==> config.mk <==
export PLATFORM = sky130hd
export DESIGN_NAME = ps2_move_scheduler
export DESIGN_NICKNAME = d
export VERILOG_FILES = /design/src/rtl/ps2_move_scheduler.sv
export SDC_FILE = /design/constraint.sdc
export NUM_CORES = 1
export LEC_CHECK = 0
export ABC_AREA = 1
export BUFFER_PORTS_ARGS = -buffer_cell sky130_fd_sc_hd__buf_2
export CORE_ASPECT_RATIO = 1.2
export CORE_UTILIZATION = 40
export CTS_CLUSTER_DIAMETER = 50
export DETAILED_ROUTE_END_ITERATION = 16
export PLACE_DENSITY = 0.66
export SYNTH_ARGS = -nofsm -noshare
export SYNTH_HDL_FRONTEND = slang
export SYNTH_SLANG_ARGS = --single-unit
export TNS_END_PERCENT = 20
==> constraint.sdc <==
create_clock -name CLOCK_50 -period 1.2 [get_ports CLOCK_50]
set_input_delay 0.24 -clock CLOCK_50 [delete_from_list [all_inputs] [get_ports CLOCK_50]]
set_output_delay 0.24 -clock CLOCK_50 [all_outputs]
set_load 0.02 [all_outputs]
==> src/rtl/ps2_move_scheduler.sv <==
// ps2_move_scheduler
// Turns PS/2 scan-code bytes into single-cycle game move pulses.
// A prefix decoder (IDLE/EXT/BRK/EXT_BRK) classifies each byte as a make,
// a break or a protocol error. It tracks which of the four game keys are
// held and keeps one pending request bit per key. A fixed-priority arbiter
// (rotate > down > left > right) grants one pending request per cycle
// while move_ready is high.
//
// Optional feature macro: PS2_AUTOREPEAT_EN. When it is defined, held
// left/right/down keys re-request after REPEAT_DELAY cycles and then every
// REPEAT_PERIOD cycles. Rotate never auto-repeats.
//
// Ports
//   CLOCK_50     in   system clock, rising edge
//   resetn       in   asynchronous active-low reset
//   ps2_data     in   [7:0] received byte
//   ps2_data_en  in   ps2_data valid this cycle
//   move_ready   in   game logic accepts a move this cycle
//   rotate/left/right/down  out  registered one-cycle move pulses
//   keys_held    out  [3:0] {down, right, left, rotate}
//   protocol_err out  registered one-cycle pulse on an illegal prefix
module ps2_move_scheduler #(
  parameter int REPEAT_DELAY  = 12_500_000,
  parameter int REPEAT_PERIOD = 5_000_000
) (
  input  logic       CLOCK_50,
  input  logic       resetn,
  input  logic [7:0] ps2_data,
  input  logic       ps2_data_en,
  input  logic       move_ready,
  output logic       rotate,
  output logic       left,
  output logic       right,
  output logic       down,
  output logic [3:0] keys_held,
  output logic       protocol_err
);

  typedef enum logic [1:0] {
    IDLE    = 2'd0,
    EXT     = 2'd1,
    BRK     = 2'd2,
    EXT_BRK = 2'd3
  } state_t;

  state_t     state_r;
  state_t     state_nxt_s;
  logic [3:0] make_s;
  logic [3:0] brk_s;
  logic       err_s;
  logic [3:0] new_make_s;
  logic [3:0] rpt_set_s;
  logic [3:0] grant_s;
  logic [3:0] pending_r;

  // Key index: [0] rotate, [1] left, [2] right, [3] down
  function automatic logic [3:0] key_onehot(input logic [7:0] code);
    logic [3:0] k;
    case (code)
      8'h75:   k = 4'b0001;
      8'h6B:   k = 4'b0010;
      8'h74:   k = 4'b0100;
      8'h72:   k = 4'b1000;
      default: k = 4'b0000;
    endcase
    return k;
  endfunction

  // Prefix decoder: next state and make/break/error classification
  always_comb begin
    state_nxt_s = state_r;
    make_s      = 4'b0000;
    brk_s       = 4'b0000;
    err_s       = 1'b0;
    if (ps2_data_en) begin
      case (state_r)
        IDLE: begin
          if (ps2_data == 8'hE0) begin
            state_nxt_s = EXT;
          end else if (ps2_data == 8'hF0) begin
            state_nxt_s = BRK;
          end else begin
            make_s = key_onehot(ps2_data);
          end
        end
        EXT: begin
          if (ps2_data == 8'hF0) begin
            state_nxt_s = EXT_BRK;
          end else if (ps2_data == 8'hE0) begin
            err_s       = 1'b1;
            state_nxt_s = IDLE;
          end else begin
            make_s      = key_onehot(ps2_data);
            state_nxt_s = IDLE;
          end
        end
        BRK, EXT_BRK: begin
          if ((ps2_data == 8'hE0) || (ps2_data == 8'hF0)) begin
            err_s = 1'b1;
          end else begin
            brk_s = key_onehot(ps2_data);
          end
          state_nxt_s = IDLE;
        end
        default: state_nxt_s = IDLE;
      endcase
    end else begin
      state_nxt_s = state_r;
    end
  end

  // Decoder state register
  always_ff @(posedge CLOCK_50 or negedge resetn) begin
    if (!resetn) begin
      state_r <= IDLE;
    end else begin
      state_r <= state_nxt_s;
    end
  end

  // Keyboard typematic makes of an already-held key are dropped here
  assign new_make_s = make_s & ~keys_held;

`ifdef PS2_AUTOREPEAT_EN
  localparam logic [23:0] DELAY_LD  = 24'(REPEAT_DELAY);
  localparam logic [23:0] PERIOD_LD = 24'(REPEAT_PERIOD);

  // Counters for left/right/down only; slot i-1 belongs to key index i
  logic [2:0][23:0] cnt_r;

  // A counter about to reach zero on this edge raises a repeat request
  always_comb begin
    rpt_set_s = 4'b0000;
    for (int i = 1; i < 4; i++) begin
      rpt_set_s[i] = keys_held[i] && (cnt_r[i-1] == 24'd1);
    end
  end

  // Repeat counters: load on make, clear on break, reload on expiry
  always_ff @(posedge CLOCK_50 or negedge resetn) begin
    if (!resetn) begin
      cnt_r <= '0;
    end else begin
      for (int i = 1; i < 4; i++) begin
        if (brk_s[i]) begin
          cnt_r[i-1] <= 24'd0;
        end else if (new_make_s[i]) begin
          cnt_r[i-1] <= DELAY_LD;
        end else if (rpt_set_s[i]) begin
          cnt_r[i-1] <= PERIOD_LD;
        end else if (keys_held[i] && (cnt_r[i-1] != 24'd0)) begin
          cnt_r[i-1] <= cnt_r[i-1] - 24'd1;
        end else begin
          cnt_r[i-1] <= cnt_r[i-1];
        end
      end
    end
  end
`else
  assign rpt_set_s = 4'b0000;
`endif

  // Fixed-priority grant: rotate > down > left > right
  always_comb begin
    grant_s = 4'b0000;
    if (move_ready) begin
      if (pending_r[0]) begin
        grant_s = 4'b0001;
      end else if (pending_r[3]) begin
        grant_s = 4'b1000;
      end else if (pending_r[1]) begin
        grant_s = 4'b0010;
      end else if (pending_r[2]) begin
        grant_s = 4'b0100;
      end else begin
        grant_s = 4'b0000;
      end
    end else begin
      grant_s = 4'b0000;
    end
  end

  // Held keys, pending requests (a new set beats a same-edge grant) and outputs
  always_ff @(posedge CLOCK_50 or negedge resetn) begin
    if (!resetn) begin
      keys_held    <= 4'b0000;
      pending_r    <= 4'b0000;
      rotate       <= 1'b0;
      left         <= 1'b0;
      right        <= 1'b0;
      down         <= 1'b0;
      protocol_err <= 1'b0;
    end else begin
      keys_held    <= (keys_held | new_make_s) & ~brk_s;
      pending_r    <= (pending_r & ~grant_s) | new_make_s | rpt_set_s;
      rotate       <= grant_s[0];
      left         <= grant_s[1];
      right        <= grant_s[2];
      down         <= grant_s[3];
      protocol_err <= err_s;
    end
  end

endmodule

==> results of run 1 <==
-- flip-flops by register name (all words and copies together), names as in the netlist --
name	flops
pending_r	4
state_r	2
down	1
keys_held	4
rotate	1
right	1
left	1
protocol_err	1
-- layer usage --
metal	vias up	track usage, %	wire [um]
li1	362	-	-
met1	282	15.35	584
met2	18	24.75	629
met3	2	1.060	57
met4	0	7.813	12
met5	-	0	0
-- kinds of logic after synthesis --
logic type      share of synthesized area [%]
compound gates                          5.928
buf+inv                                 9.828
flops                                   46.80
simple gates                            37.44
-- placed cells by master, fill, tap and decap left out --
cell / count
o21ai_0: 2
a21oi_1: 1
nor3_1: 1
nor2_4: 2
nand2_1: 23
nand3_2: 1
o31ai_1: 1
o22ai_1: 4
nand3_1: 12
nand2_2: 3
nand2_4: 1
nor3_2: 3
dlygate4sd3_1: 1
clkbuf_4: 3
nor2_8: 1
inv_1: 17
dfrtp_1: 15
nor2_2: 1
clkbuf_1: 1
buf_2: 20
inv_2: 4
nor2_1: 8
-- what timing repair did --
action,in CTS,in global routing
setup buffers,0,0
hold buffers,1,0
setup endpoints to repair,0,0
hold endpoints to repair,15,0
-- power groups by stage --
| stage | Combinational, uW | Clock [uW] | Sequential (uW) |
|---|---|---|---|
| after floorplan | 119 | 0 | 593 |
| final | 201 | 274 | 571 |
| after global routing | 226 | 303 | 577 |
| after CTS | 204 | 290 | 571 |
| after global placement | 197 | 0 | 580 |
| after detailed placement | 201 | 0 | 582 |
-- worst register-to-register path, cell delays in order, from the launching register on --
cell and delay, ps:
dfrtp_1 480, nor2_1 220, nand3_1 100, nand2_1 80
nand3_1 70, nand2_1 50
-- cell type report --
class	count	area [um2]	share of cell area, %
Sequential cell	15	375.4	39.01
Multi-Input combinational cell	64	347.8	36.15
Tap cell	19	23.77	2.471
Clock buffer	4	26.28	2.731
Inverter	21	78.83	8.192
Timing Repair Buffer	21	110.1	11.44
-- per-stage QoR --
step           cell area, um2  hold slack, ps  instances  setup WS (ps)  total power (uW)
3_3_place_gp            925.9           153.3        139          148.5             776.6
3_5_place_dp            925.9           156.7        139          110.4             783.5
5_1_grt                 962.2           163.2        144          50.19              1106
6_report                962.2           168.0        144          113.2              1045
2_1_floorplan           802.0          -55.59        100          247.4             711.6
4_1_cts                 962.2           156.7        144          95.31              1066
-- how the worst max path moves through the flow --
stage                 start      endpoint  depth (start not counted)
2_1_floorplan    state_r[1]    state_r[0]                          5
3_3_place_gp    ps2_data[3]  keys_held[2]                          7
3_5_place_dp    ps2_data[3]    state_r[1]                          9
4_1_cts        keys_held[2]  keys_held[2]                          1
5_1_grt          state_r[1]    state_r[1]                          5
6_report       keys_held[2]  keys_held[2]                          1
==> reports/results.tsv, run 1 <==
metric	value	unit
sw frac	28.85	%
worst-path maximum fanout	3	
Mapped Area	802.0	um2
Syn Inst Count	100	
Seq pwr share	54.6	%
leading area contributor after synthesis	dfrtp_1	
Die Y	51.05	um
CP max stage cell	dfrtp_1	
Hold WC Path Type	in2reg	
total routed wirelength	1285	um
Worst EP required	960	ps
PortBufs	20	
P_int	743.7	uW
Synth top area share	46.80	%
clock sink total	15	
final setup fails	0	
number of global-route vias before repair	621	
fillcell total	200	
max_slew headroom	78.96	%
Async SR Flop Fraction	100.0	%
CTS Buffer Depth	2	
Core Util, Final	51.40	%
Final Hold Viols	0	
Global Route Usage Sum	13.64	%
RSZ-0062 raised after global routing	false	
Starting Density	42.85	%
Vias per Instance	4.611	
yosys warns	0	
cell family with most CP delay	flip-flops	
Worst-Margin Slew	315.6	ps
CP Cell Sequence	buf_2	
Post-synth EDFFs	0	
Initial DRC Count	1	
status	completed	
global-route wire length before repair	2277	um
io pins	21	
largest net degree at the start of global routing	16	
Residual DRC	0	
Core ar.	0.001872	mm2
routed via count	664	
reg-to-reg endpoint	state_r[0]	
initial antenna violation count	0	
FF-to-FF setup slack	140	ps
Max-Cap Viols	0	
First-pass DRT Iterations	3	
period utilisation layout	90.57	%
syn avg cell area	8.020	um2
top_reg_cell synth	dfrtp_1	
synth cell count leaders	nand2_1 (23), inv_1 (17), dfrtp_1 (15), nand3_1 (12), nor2_1 (8)	
WP buf/inv	1	
TritonCTS clock tree	yes	
Worst Path Arrival	850	ps
type of origin of the critical path	flip-flop	
CP Capture Type	primary output	
Yosys reg bits	15	
Cell Pwr Density	1086	mW/mm2
Routed Antenna Nets	0	
clock slew at reported path FFs	80	ps
share of the yosys chip area belonging to registers	46.80	%
share of cells above drive strength 1	31.20	%
P&R area growth vs syn	19.97	%
worst-skew pair later-pin latency	270	ps
post-layout net count	138	
syn_nets	112	
post-CTS sizing	0	
row count	17	
die width	42.88	um
maximum VDD drop	0.3871	mV
Final TNS setup	0	ps
Clock Skews	0.9975	ps
Register-to-Register Path Depth	5	
NetSw	301.5	uW
DR WL/cell	8.924	um
HPWL after DPL	1088	um
H-Tree Depth	1	
CP Class	reg2out	
ranking of synthesized cells by area	dfrtp_1 (47%), nand2_1 (11%), inv_1 (8.0%)	
combinational power share	19.2	%
leakage	0.0005536	uW
fmax	920.1	MHz
Root Buffer	clkbuf_4	
Final GP Congestion	0.7678	
CTS Buf Count	3	
grt ovf	0	
hold depth	2	
worst r2r src	state_r[1]	
Tmin final	1087	ps
most frequent cell after synthesis	nand2_1	
ANT cells	0	
clock share of power	26.2	%
distinct cell type count after synthesis	18	
Hold Crit Start	move_ready	
Max Slew Vio Count	0	
Critical Path Max Stage Delay	410	ps
die area	0.002189	mm2
Hold EP	pending_r[0]	
Power figures use the tool's default switching activity.
==> run 2, diff against run 1 <==
Settings changed: BUFFER_PORTS_ARGS -buffer_cell sky130_fd_sc_hd__buf_2 to default, DONT_BUFFER_PORTS from default to 1, PLACE_DENSITY 0.66 to 0.57, SLEW_MARGIN from default to 20.
==> run 2 against run 1 <==
Clock power increased by 4%. Non-clock buffer count decreased by 20. Final area decreased by 10%. Highest routed layer unchanged. Sequential power increased by 3%. Sequential cell count unchanged. Worst setup slack improved by 22 ps. Via count decreased by 8.7%. Final cell count decreased by 14%. First-iteration DRC count increased to 3.0 times the previous value.
==> reports/results.tsv, run 2 (synthesis results as in run 1) <==
metric	value	unit
RSZ-0062 raised after global routing	false	
post-CTS sizing	0	
Hold WC Path Type	in2reg	
top flop regs	keys_held: 4 flops, pending_r: 4 flops, state_r: 2 flops	
quantity of hold-fixing buffers added after cts	1	
WHS	45.23	ps
worst r2r src	state_r[1]	
FF-to-FF setup slack	130	ps
Max-Cap Viols	0	
Initial DRC Count	3	
initial antenna violation count	0	
CP Class	reg2reg	
fin worst setup slack	134.7	ps
worst-skew pair later-pin latency	280	ps
worst-path maximum fanout	7	
Worst Path Arrival	1240	ps
First-pass DRT Iterations	2	
io pins	21	
Hold EP	pending_r[0]	
die width	42.88	um
final setup fails	0	
clock slew at reported path FFs	90	ps
Final TNS setup	0	ps
post-layout net count	118	
status	completed	
Worst-Margin Slew	654.0	ps
Clock Skews	3.855	ps
P&R area growth vs syn	7.644	%
max_slew headroom	56.25	%
Residual DRC	0	
Global Route Usage Sum	14.13	%
ANT cells	0	
Routed Antenna Nets	0	
Cell Pwr Density	1180	mW/mm2
TritonCTS clock tree	yes	
Final Hold Viols	0	
H-Tree Depth	1	
Worst EP required	1370	ps
Tmin final	1065	ps
Root Buffer	clkbuf_4	
HPWL after DPL	1059	um
Hold Crit Start	move_ready	
total power	1019	uW
share of cells above drive strength 1	19.05	%
Core ar.	0.001872	mm2
grt ovf	0	
Final GP Congestion	0.8000	
most common cell after layout, fill and taps aside	nand2_1	
Placed Area	825.8	um2
CP Capture Type	flip-flop	
period utilisation layout	88.77	%
Starting Density	42.85	%
PortBufs	0	
Vias per Instance	4.887	
Finished Cell Area	863.3	um2
most frequent cells in the layout	nand2_1 (23), inv_1 (17), dfrtp_1 (15), nand3_1 (12), nor2_1 (8)	
CTS Buf Count	3	
reg-to-reg endpoint	state_r[1]	
Die Y	51.05	um
Max Slew Vio Count	0	
fmax	938.7	MHz
type of origin of the critical path	flip-flop	
clock sink total	15	
die area	0.002189	mm2
Register-to-Register Path Depth	4	
CTS Buffer Depth	2	
total routed wirelength	1252	um
pre-CTS setup slack	158.0	ps
maximum VDD drop	0.4777	mV
hold depth	1	
# Post-CTS Setup Buffers	0	
largest net degree at the start of global routing	16	
DR WL/cell	10.10	um
routed via count	606	
leakage	0.0004734	uW
global-route wire length before repair	2332	um
number of global-route vias before repair	630	
row count	17	
## run 2: cell count changes in the layout (fill, tap and decap cells not counted)
cell      previous run  this run
buf_2               20         0
clkbuf_1             1         0
clkinv_2             0         1
## run 2: layer usage
| metal | track usage (%) | vias to the layer above | part of all wire, % |
|---|---|---|---|
| li1 | - | 325 | - |
| met4 | 9.896 | 0 | 1.5 |
| met1 | 15.25 | 261 | 46 |
| met3 | 2.120 | 2 | 5.0 |
| met5 | 0 | - | 0 |
| met2 | 24.75 | 18 | 48 |
## run 2: layout make-up
class	instances	area [um2]
Clock inverter	1	5.005
Sequential cell	15	375.4
Timing Repair Buffer	1	10.01
Multi-Input combinational cell	64	347.8
Tap cell	19	23.77
Inverter	21	78.83
Clock buffer	3	22.52
Fill cell	198	1008
## run 2: worst max-delay path, stage by stage, from the launching register on
cell	delay, ps
dfrtp_1	470
nor2_1	230
nand3_2	110
nand3_1	100
nand2_1	60
## run 2: report_power, final
group / internal, uW / switching, uW / total (uW)
Sequential: 542 / 44.2 / 586
Clock: 123 / 161 / 284
Combinational: 52.2 / 96.2 / 148
## run 2: worst max path at each step
stage | startpoint | endpoint | slack (ps) | cells past startpoint
after CTS | state_r[1] | state_r[1] | 140 | 4
final | state_r[1] | state_r[1] | 130 | 4
after global placement | state_r[1] | state_r[1] | 200 | 4
after global routing | state_r[1] | state_r[0] | 30 | 5
after detailed placement | state_r[1] | state_r[0] | 160 | 5
after floorplan | state_r[1] | state_r[0] | 250 | 5
## run 2: per-stage QoR
stage,utilization (%),std cells
finish,46.12,124
global route,46.12,124
CTS,46.12,124
detailed placement,44.12,119
global placement,44.12,119
floorplan,-,100
==> run 3, diff against run 2 <==
Settings changed: CORE_ASPECT_RATIO 1.2 to default, CORE_UTILIZATION 40 to 59, PLACE_DENSITY 0.57 to 0.78.
==> run 3 against run 2 <==
Clock skew increased by 4.3 ps. Critical endpoint is now keys_held[0]. Sequential cell count unchanged. Largest cell class unchanged. Largest power group unchanged. Register-to-register slack about the same. Final area decreased by 0.43%. Sequential power about the same.
==> reports/results.tsv, run 3 (synthesis results as in run 1) <==
metric	value	unit
CP max stage cell	dfrtp_1	
post-layout net count	118	
TritonCTS clock tree	yes	
routed via count	640	
Max Slew Vio Count	0	
HPWL after DPL	1163	um
H-Tree Depth	1	
First-pass DRT Iterations	4	
Root Buffer	clkbuf_4	
Hold EP	pending_r[0]	
fillcell total	98	
DR WL/cell	12.24	um
Hold Crit Start	move_ready	
Final Hold Viols	0	
final setup fails	0	
Core ar.	0.001186	mm2
die width	38.87	um
CP Cell Sequence	nand2_1, inv_1, nand3_1, nand2_1, inv_1	
clock slew at reported path FFs	90	ps
Final GP Congestion	0.7958	
Initial DRC Count	16	
Max-Cap Viols	0	
max_slew headroom	56.92	%
most common cell after layout, fill and taps aside	nand2_1	
clock sink total	15	
io pins	21	
Final TNS setup	0	ps
die area	0.001511	mm2
worst-skew pair later-pin latency	290	ps
Tmin final	1054	ps
# Post-CTS Setup Buffers	0	
row count	12	
CTS Buffer Depth	2	
grt ovf	0	
most frequent cells in the layout	nand2_1 (23), inv_1 (17), dfrtp_1 (15), nand3_1 (12), nor2_1 (7)	
largest net degree at the start of global routing	16	
worst r2r src	state_r[1]	
Die Y	38.87	um
Critical Path Max Stage Delay	500	ps
Global Route Usage Sum	26.01	%
register cell area after layout	375.4	um2
RSZ-0062 raised after global routing	false	
worst-path maximum fanout	7	
P&R area growth vs syn	7.176	%
total routed wirelength	1456	um
Worst Path Arrival	1250	ps
Starting Density	67.62	%
ANT cells	0	
Routed Antenna Nets	0	
share of cells above drive strength 1	20.00	%
number of global-route vias before repair	650	
Multi-input gate area	350.3	um2
period utilisation layout	87.80	%
type of origin of the critical path	flip-flop	
global-route wire length before repair	2580	um
Clock Skews	8.177	ps
Hold WC Path Type	in2reg	
status	completed	
Register-to-Register Path Depth	5	
maximum VDD drop	0.6618	mV
Cell Pwr Density	1204	mW/mm2
Worst-Margin Slew	644.1	ps
Worst EP required	1400	ps
Residual DRC	0	
leakage	0.0004743	uW
fmax	949.2	MHz
CP Class	reg2reg	
initial antenna violation count	0	
Vias per Instance	5.378	
CTS Buf Count	3	
hold depth	1	
total power	1035	uW
FF-to-FF setup slack	150	ps
top flop regs	keys_held: 4 flops, pending_r: 4 flops, state_r: 2 flops	
reg-to-reg endpoint	keys_held[0]	
CP Capture Type	flip-flop	
PortBufs	0	
[run 3: cell counts in the layout (fill, tap and decap cells not counted)]
Identical to the previous run, type by type.
[run 3: where the power goes]
part | switching [uW] | leakage [uW] | internal (uW)
clock | 168 | 0.0000177 | 124
combinational | 101 | 0.000265 | 53.2
sequential | 46.0 | 0.000192 | 542
[run 3: cell type report]
cell class | instances | area share (%)
Timing Repair Buffer | 1 | 1.164
Sequential cell | 15 | 43.67
Clock buffer | 3 | 2.620
Tap cell | 14 | 2.038
Clock inverter | 1 | 0.5822
Multi-Input combinational cell | 64 | 40.76
Inverter | 21 | 9.170
[run 3: worst max-delay path: cells and delay by family (launching register included)]
kind,cells,cell delay (ps)
DFF,1,500
and+or+nand+nor,3,310
buffers and inverters,2,150
[run 3: through the flow]
step	instance area (um2)	worst slack [ps]	util (%)	hold WS (ps)	instances
final	859.6	146.4	72.47	39.02	119
after global routing	859.6	8.415	72.47	25.20	119
after CTS	857.1	113.8	72.26	38.26	119
after detailed placement	819.5	124.9	69.09	-55.29	114
after global placement	819.5	211.7	69.09	-55.33	114
after floorplan	802.0	247.4	-	-55.59	100
[run 3: per-layer routing]
metal / vias up / track usage [%] / wire length, um
met5: - / 0 / 0
met4: 0 / 15.52 / 29
met3: 5 / 6.936 / 74
met2: 18 / 45.00 / 781
met1: 295 / 27.78 / 570
li1: 322 / - / -
[run 3: worst max-delay path by stage]
stage | start | to | slack [ps] | cells after the start
finish | state_r[1] | keys_held[0] | 150 | 5
CTS | state_r[1] | state_r[0] | 110 | 5
global placement | state_r[1] | state_r[0] | 210 | 5
global route | pending_r[0] | pending_r[1] | 8 | 4
detailed placement | state_r[1] | state_r[0] | 120 | 5
floorplan | state_r[1] | state_r[0] | 250 | 5
[run 3: what timing repair did]
item | 4_1_cts | 5_1_grt
hold buffers | 1 | 0
hold endpoints to repair | 15 | 0
setup endpoints to repair | 0 | 1
gates resized for setup | 0 | 1
